===== src/rtl/pe_multimode_pkg.sv =====
// Shared types and the saturating adder for the multi-mode processing element.
// sat_add works on left-justified operands so a single 64-bit adder serves any accumulator width.
package pe_pkg;

  typedef enum logic {
    PE_WS = 1'b0,
    PE_OS = 1'b1
  } pe_mode_e;

  typedef enum logic [2:0] {
    ST_IDLE,
    ST_WS_LOAD,
    ST_WS_RUN,
    ST_OS_RUN,
    ST_OS_DRAIN
  } pe_state_e;

  localparam int unsigned SUM_W = 64;

  typedef struct packed {
    logic [SUM_W-1:0] sum;
    logic             ovf;
  } sat_res_t;

  // Operands arrive shifted so their sign bit sits in bit SUM_W-1; overflow is then
  // the classic same-sign-in, different-sign-out rule, and the clamp values are the
  // full-width extremes whose top bits are the narrow extremes.
  function automatic sat_res_t sat_add(input logic signed [SUM_W-1:0] a,
                                       input logic signed [SUM_W-1:0] b,
                                       input logic                    saturate);
    sat_res_t                r;
    logic signed [SUM_W-1:0] s;
    s     = a + b;
    r.ovf = (a[SUM_W-1] == b[SUM_W-1]) && (s[SUM_W-1] != a[SUM_W-1]);
    r.sum = s;
    if (saturate && r.ovf) begin
      r.sum = a[SUM_W-1] ? {1'b1, {(SUM_W-1){1'b0}}} : {1'b0, {(SUM_W-1){1'b1}}};
    end
    return r;
  endfunction

endpackage


===== src/rtl/pe_multimode_mac.sv =====
// Combinational signed multiply-accumulate shared by both dataflows; no state, no
// latency, no flow control. Result clamps or wraps to ACC_W bits and flags overflow.
module pe_mac import pe_pkg::*; #(
  parameter int DATA_W   = 8,
  parameter int ACC_W    = 20,
  parameter bit SATURATE = 1'b1
) (
  input  logic signed [DATA_W-1:0] a,
  input  logic signed [DATA_W-1:0] b,
  input  logic signed [ACC_W-1:0]  addend,
  output logic signed [ACC_W-1:0]  sum,
  output logic                     ovf
);

  localparam int PROD_W = 2 * DATA_W;
  localparam int SHIFT  = int'(SUM_W) - ACC_W;

  logic signed [PROD_W-1:0] prod;
  logic signed [SUM_W-1:0]  prod_ext;
  logic signed [SUM_W-1:0]  addend_ext;
  sat_res_t                 res;
  logic                     unused_lo;

  assign prod = PROD_W'(a) * PROD_W'(b);

  // Left-justify both operands so the ACC_W range fills the adder's full range.
  assign prod_ext   = SUM_W'(prod) <<< SHIFT;
  assign addend_ext = SUM_W'(addend) <<< SHIFT;

  always_comb begin
    res = sat_add(addend_ext, prod_ext, SATURATE);
  end

  assign sum       = res.sum[SUM_W-1 -: ACC_W];
  assign ovf       = res.ovf;
  assign unused_lo = ^res.sum;

endmodule


===== src/rtl/pe_multimode.sv =====
// Weight- or output-stationary systolic PE: forwarding 1 cycle, WS result 1 cycle, OS
// result 2 cycles after end_i. No backpressure; one MAC per cycle whenever valids are high.
module pe_multimode import pe_pkg::*; #(
  parameter int DATA_W   = 8,
  parameter int ACC_W    = 20,
  parameter bit SATURATE = 1'b1
) (
  input  logic                     clk_i,
  input  logic                     rst_i,
  input  logic                     start_i,
  input  logic                     mode_i,
  input  logic                     end_i,
  input  logic signed [DATA_W-1:0] filter_i,
  input  logic                     filter_valid_i,
  input  logic signed [DATA_W-1:0] ifmap_i,
  input  logic                     ifmap_valid_i,
  input  logic signed [ACC_W-1:0]  psum_i,
  input  logic                     psum_valid_i,
  output logic signed [DATA_W-1:0] filter_o,
  output logic                     filter_valid_o,
  output logic signed [DATA_W-1:0] ifmap_o,
  output logic                     ifmap_valid_o,
  output logic signed [ACC_W-1:0]  psum_o,
  output logic                     psum_valid_o,
  output logic                     busy_o,
  output logic                     ovf_o
);

  if (ACC_W < 2 * DATA_W || ACC_W > int'(SUM_W)) begin : g_bad_width
    $error("pe_multimode: ACC_W must lie between 2*DATA_W and 64");
  end

  pe_state_e                state_q, state_d;
  logic signed [DATA_W-1:0] weight_q;
  logic signed [ACC_W-1:0]  acc_q;

  logic signed [DATA_W-1:0] mac_a;
  logic signed [ACC_W-1:0]  mac_addend;
  logic signed [ACC_W-1:0]  mac_sum;
  logic                     mac_ovf;
  logic                     start_ok, ws_mac, os_mac;

  assign start_ok = (state_q == ST_IDLE) && start_i;
  assign ws_mac   = (state_q == ST_WS_RUN) && ifmap_valid_i;
  assign os_mac   = (state_q == ST_OS_RUN) && filter_valid_i && ifmap_valid_i;
  assign busy_o   = (state_q != ST_IDLE);

  always_comb begin
    state_d = state_q;
    unique case (state_q)
      ST_IDLE: begin
        // start_i takes priority; a simultaneous end_i is simply not looked at here.
        if (start_i) state_d = (pe_mode_e'(mode_i) == PE_OS) ? ST_OS_RUN : ST_WS_LOAD;
      end
      ST_WS_LOAD: begin
        if (end_i)               state_d = ST_IDLE;
        else if (filter_valid_i) state_d = ST_WS_RUN;
      end
      ST_WS_RUN:   if (end_i) state_d = ST_IDLE;
      ST_OS_RUN:   if (end_i) state_d = ST_OS_DRAIN;
      ST_OS_DRAIN: state_d = ST_IDLE;
      default:     state_d = ST_IDLE;
    endcase
  end

  // One multiplier: WS multiplies the held weight and adds the upstream psum,
  // OS multiplies the streaming pair and adds the local accumulator.
  always_comb begin
    mac_a      = filter_i;
    mac_addend = acc_q;
    if (state_q == ST_WS_RUN) begin
      mac_a      = weight_q;
      mac_addend = psum_valid_i ? psum_i : '0;
    end
  end

  pe_mac #(
    .DATA_W  (DATA_W),
    .ACC_W   (ACC_W),
    .SATURATE(SATURATE)
  ) u_mac (
    .a     (mac_a),
    .b     (ifmap_i),
    .addend(mac_addend),
    .sum   (mac_sum),
    .ovf   (mac_ovf)
  );

  always_ff @(posedge clk_i or posedge rst_i) begin
    if (rst_i) begin
      filter_o       <= '0;
      filter_valid_o <= 1'b0;
      ifmap_o        <= '0;
      ifmap_valid_o  <= 1'b0;
    end else begin
      filter_valid_o <= filter_valid_i;
      ifmap_valid_o  <= ifmap_valid_i;
      if (filter_valid_i) filter_o <= filter_i;
      if (ifmap_valid_i)  ifmap_o  <= ifmap_i;
    end
  end

  always_ff @(posedge clk_i or posedge rst_i) begin
    if (rst_i) begin
      state_q      <= ST_IDLE;
      weight_q     <= '0;
      acc_q        <= '0;
      psum_o       <= '0;
      psum_valid_o <= 1'b0;
      ovf_o        <= 1'b0;
    end else begin
      state_q      <= state_d;
      psum_valid_o <= 1'b0;
      if (start_ok) begin
        ovf_o <= 1'b0;
        if (pe_mode_e'(mode_i) == PE_OS) acc_q <= '0;
      end
      if (state_q == ST_WS_LOAD && filter_valid_i) weight_q <= filter_i;
      if (ws_mac) begin
        psum_o       <= mac_sum;
        psum_valid_o <= 1'b1;
      end
      if (os_mac) acc_q <= mac_sum;
      if ((ws_mac || os_mac) && mac_ovf) ovf_o <= 1'b1;
      if (state_q == ST_OS_DRAIN) begin
        psum_o       <= acc_q;
        psum_valid_o <= 1'b1;
        acc_q        <= '0;
      end
    end
  end

endmodule

===== config.mk =====
export PLATFORM = sky130hd
export DESIGN_NAME = pe_multimode
export DESIGN_NICKNAME = d
export VERILOG_FILES = /design/src/rtl/pe_multimode_pkg.sv /design/src/rtl/pe_multimode_mac.sv /design/src/rtl/pe_multimode.sv
export SDC_FILE = /design/constraint.sdc
export NUM_CORES = 1
export LEC_CHECK = 0
export BUFFER_PORTS_ARGS = -buffer_cell sky130_fd_sc_hd__clkbuf_2
export CAP_MARGIN = 40
export CELL_PAD_IN_SITES_DETAIL_PLACEMENT = 1
export CELL_PAD_IN_SITES_GLOBAL_PLACEMENT = 2
export CORE_UTILIZATION = 31
export CTS_BUF_LIST = sky130_fd_sc_hd__clkbuf_4
export DETAILED_ROUTE_END_ITERATION = 6
export PLACE_DENSITY = 0.77
export SLEW_MARGIN = 5
export SYNTH_ARGS = -nofsm -noshare
export SYNTH_HDL_FRONTEND = slang
export SYNTH_SLANG_ARGS = --single-unit
export TNS_END_PERCENT = 100

===== constraint.sdc =====
create_clock -name clk_i -period 24 [get_ports clk_i]
set_input_delay 2.4 -clock clk_i [delete_from_list [all_inputs] [get_ports clk_i]]
set_output_delay 2.4 -clock clk_i [all_outputs]
set_load 0.02 [all_outputs]

==> impl_metrics.py <==
metrics = {
    "outcome": {
        "outcome": "finished, violations left",
        "violations": "design-rule violations",
    },
    "drt": {
        "drt_wl_total_um": 18930,
        "drt_pass1_iterations": 6,
        "viasPerCell": 4.950,
        "vias": 5509,
        "drtIter0Drc": 193,
        "ant_nets": 0,
        "drc": 1,
        "routedWlPerCell_um": 17.01,
    },
    "die": {
        "rows": 54,
        "die_w_um": 150.7,
        "fp.dieH_um": 150.7,
        "coreArea_um2": 21760,
        "dieArea_um2": 22710,
        "start_util": 0.3150,
        "ios": 85,
    },
    "cts": {
        "clk_pin_slew_worst_paths_ns": 0.14,
        "insertion_delay_ns": 0.47,
        "ctsResizeCount": 0,
        "cts_buffer_depth": 2,
        "cts_root_buf": "clkbuf_4",
        "htreeDepth": 3,
        "cts_hold_buffers": 0,
        "cts_tree": "done",
        "post_cts_buffers": 0,
        "cts_sinks": 71,
        "numCtsBuffers": 9,
    },
    "setup_path": {
        "crit_path_max_incr_delay_ns": 0.61,
        "cp_max_fo": 19,
        "crit_path_end_kind": "flop",
        "cp_slowest_cell": "o31a_1",
        "path_class": "in -> reg",
        "arrival_ns": 9.83,
        "required_ns": 24.41,
        "start_kind": "input port",
    },
    "timing": {
        "fin_crit_sh": 0.3926,
        "rsz0062_at_grt": "false",
        "setup_viol": 0,
        "slew_viol_final": 0,
        "setup-tns-final_ns": 0,
        "finalHoldViolCount": 0,
        "tightestPinTransition_ns": 0.8381,
        "timing.fmax_ghz": 0.1061,
        "clock_skew_ns": 0.03073,
        "slew_headroom": 0.4253,
        "fin_crit_ns": 9.422,
    },
    "synth": {
        "synth_mux_area_frac": 0.05130,
        "syn_area_um2": 6854,
        "syn_nets": 896,
        "synth_compound_area_frac": 0.1488,
        "yosys_register_bits": 71,
        "ys_async_sr_fraction": 1.000,
        "syn_avg_cell_area_um2": 9.139,
        "synthAdderAreaFrac": 0.2475,
        "synth_edf_count": 0,
        "synth.largest_area_cell": "dfrtp_1",
        "synthCells": 750,
        "synthFlopType": "dfrtp_1",
        "synth_top_family_by_area": "adder cells",
        "synth_xor_area_frac": 0.04326,
        "synth_top_area_share": 0.2592,
        "synthSimpleGateAreaFrac": 0.1807,
        "synth_area_leaders": "dfrtp_1 (26%), fa_1 (16%), ha_1 (8.4%)",
        "ys_seq_area_frac": 0.2592,
        "ys_warn_count": 0,
        "synth_cell_types": 57,
    },
    "place": {
        "place.gp.congestion": 0.8091,
        "dpl.hpwl_um": 14970,
        "io_buffer_count": 84,
    },
    "final_layout": {
        "areaGrowthSynthToFinish_pct": 13.47,
        "final_common_cell": "nand2_1",
        "layout.cells.most_common_list": "nand2_1 (91), inv_1 (89), clkbuf_2 (84)",
        "drive_gt1_frac": 0.1875,
        "nets": 973,
    },
    "global_route": {
        "track_usage": 0.1836,
        "antenna_found_initial": 1,
        "grt_pass1_wl_um": 32120,
        "overflow": 0,
        "grt_pass1_vias": 6131,
        "grt_max_degree": 38,
    },
    "min_path": {
        "hold_class": "reg -> reg",
    },
    "flow_run": {
        "drv_cap": 0,
    },
}
[worst max-delay path: cells and delay by family]
kind | cells | cell delay (ns)
xor gates and xnor gates | 1 | 0.09
AOI/OAI and AO/OA | 11 | 2.69
muxes | 1 | 0.56
buffers and inverters | 5 | 0.30
and+or+nand+nor | 6 | 1.01
adders and majority gates | 6 | 2.75
[final cells by class]
class / instances / area (µm²)
fill: 2598 / 13980
multi-input combinational: 562 / 4608
sequential: 71 / 1777
timing repair buffer: 92 / 498.0
tap: 280 / 350.3
inverter: 91 / 346.6
clock inverter: 7 / 127.6
clock buffer: 9 / 67.56
antenna: 1 / 2.502
[worst paths after layout]
check,from,to,slack (ns),cells past startpoint
max,filter_i[4],acc_q[14],14.58,30
min,weight_q[0],weight_q[0],0.52,1
max reg2reg,state_q[2],acc_q[14],15.30,31
min reg2reg,weight_q[0],weight_q[0],0.52,1
max in group asynchronous,rst_i,acc_q[8],21.44,4
min in group asynchronous,rst_i,psum_o[18],2.00,3
[layer usage]
metal  share of wire  GRT usage  vias to the layer above  wire (µm)
met5               0          0                        -          0
met4           0.012    0.04750                        0        227
met3           0.023    0.02242                       14        433
met2            0.49     0.3071                       69       9223
met1            0.48     0.2499                     2769       9048
li1                -          -                     2657          -
[sequential cells by signal, indices dropped and copies added, names as in the netlist]
name	cells
acc_q	20
psum_o	20
filter_o	8
ifmap_o	8
weight_q	8
state_q	3
filter_valid_o	1
ifmap_valid_o	1
ovf_o	1
psum_valid_o	1
[logic make-up after synthesis]
logic type,count (synthesis)
mux,32
simple gates,241
compound gates,154
xor+xnor,33
buf+inv,117
flops,71
fa+ha+maj,102
[metrics by stage]
stage	area [µm²]	hold slack [ns]	worst slack, ns	std cells	utilization
after global placement	7525	0.4889	14.21	1091	0.3459
final	7777	0.5179	14.58	1113	0.3575
after CTS	7767	0.5250	14.52	1111	0.3570
after global routing	7777	0.5411	13.87	1113	0.3575
after detailed placement	7572	0.4973	14.00	1095	0.3481
after floorplan	6854	0.4715	15.31	750	-
[cell usage after synthesis, types with 10 or more instances]
master / n
mux2_2: 25
dfrtp_1: 71
ha_1: 46
nand2b_1: 16
and2_1: 14
a22oi_2: 10
a21oi_1: 47
or3_1: 10
inv_1: 90
o21ai_0: 39
nand2_1: 91
fa_1: 56
nor2b_1: 43
nor2_1: 14
clkbuf_1: 16
and3_1: 11
nand3_1: 23
xnor2_1: 24
a21o_1: 15
Power is left out: the tool's default activity adds up to more than one toggle a clock period on the data nets, which glitch-free logic cannot reach.
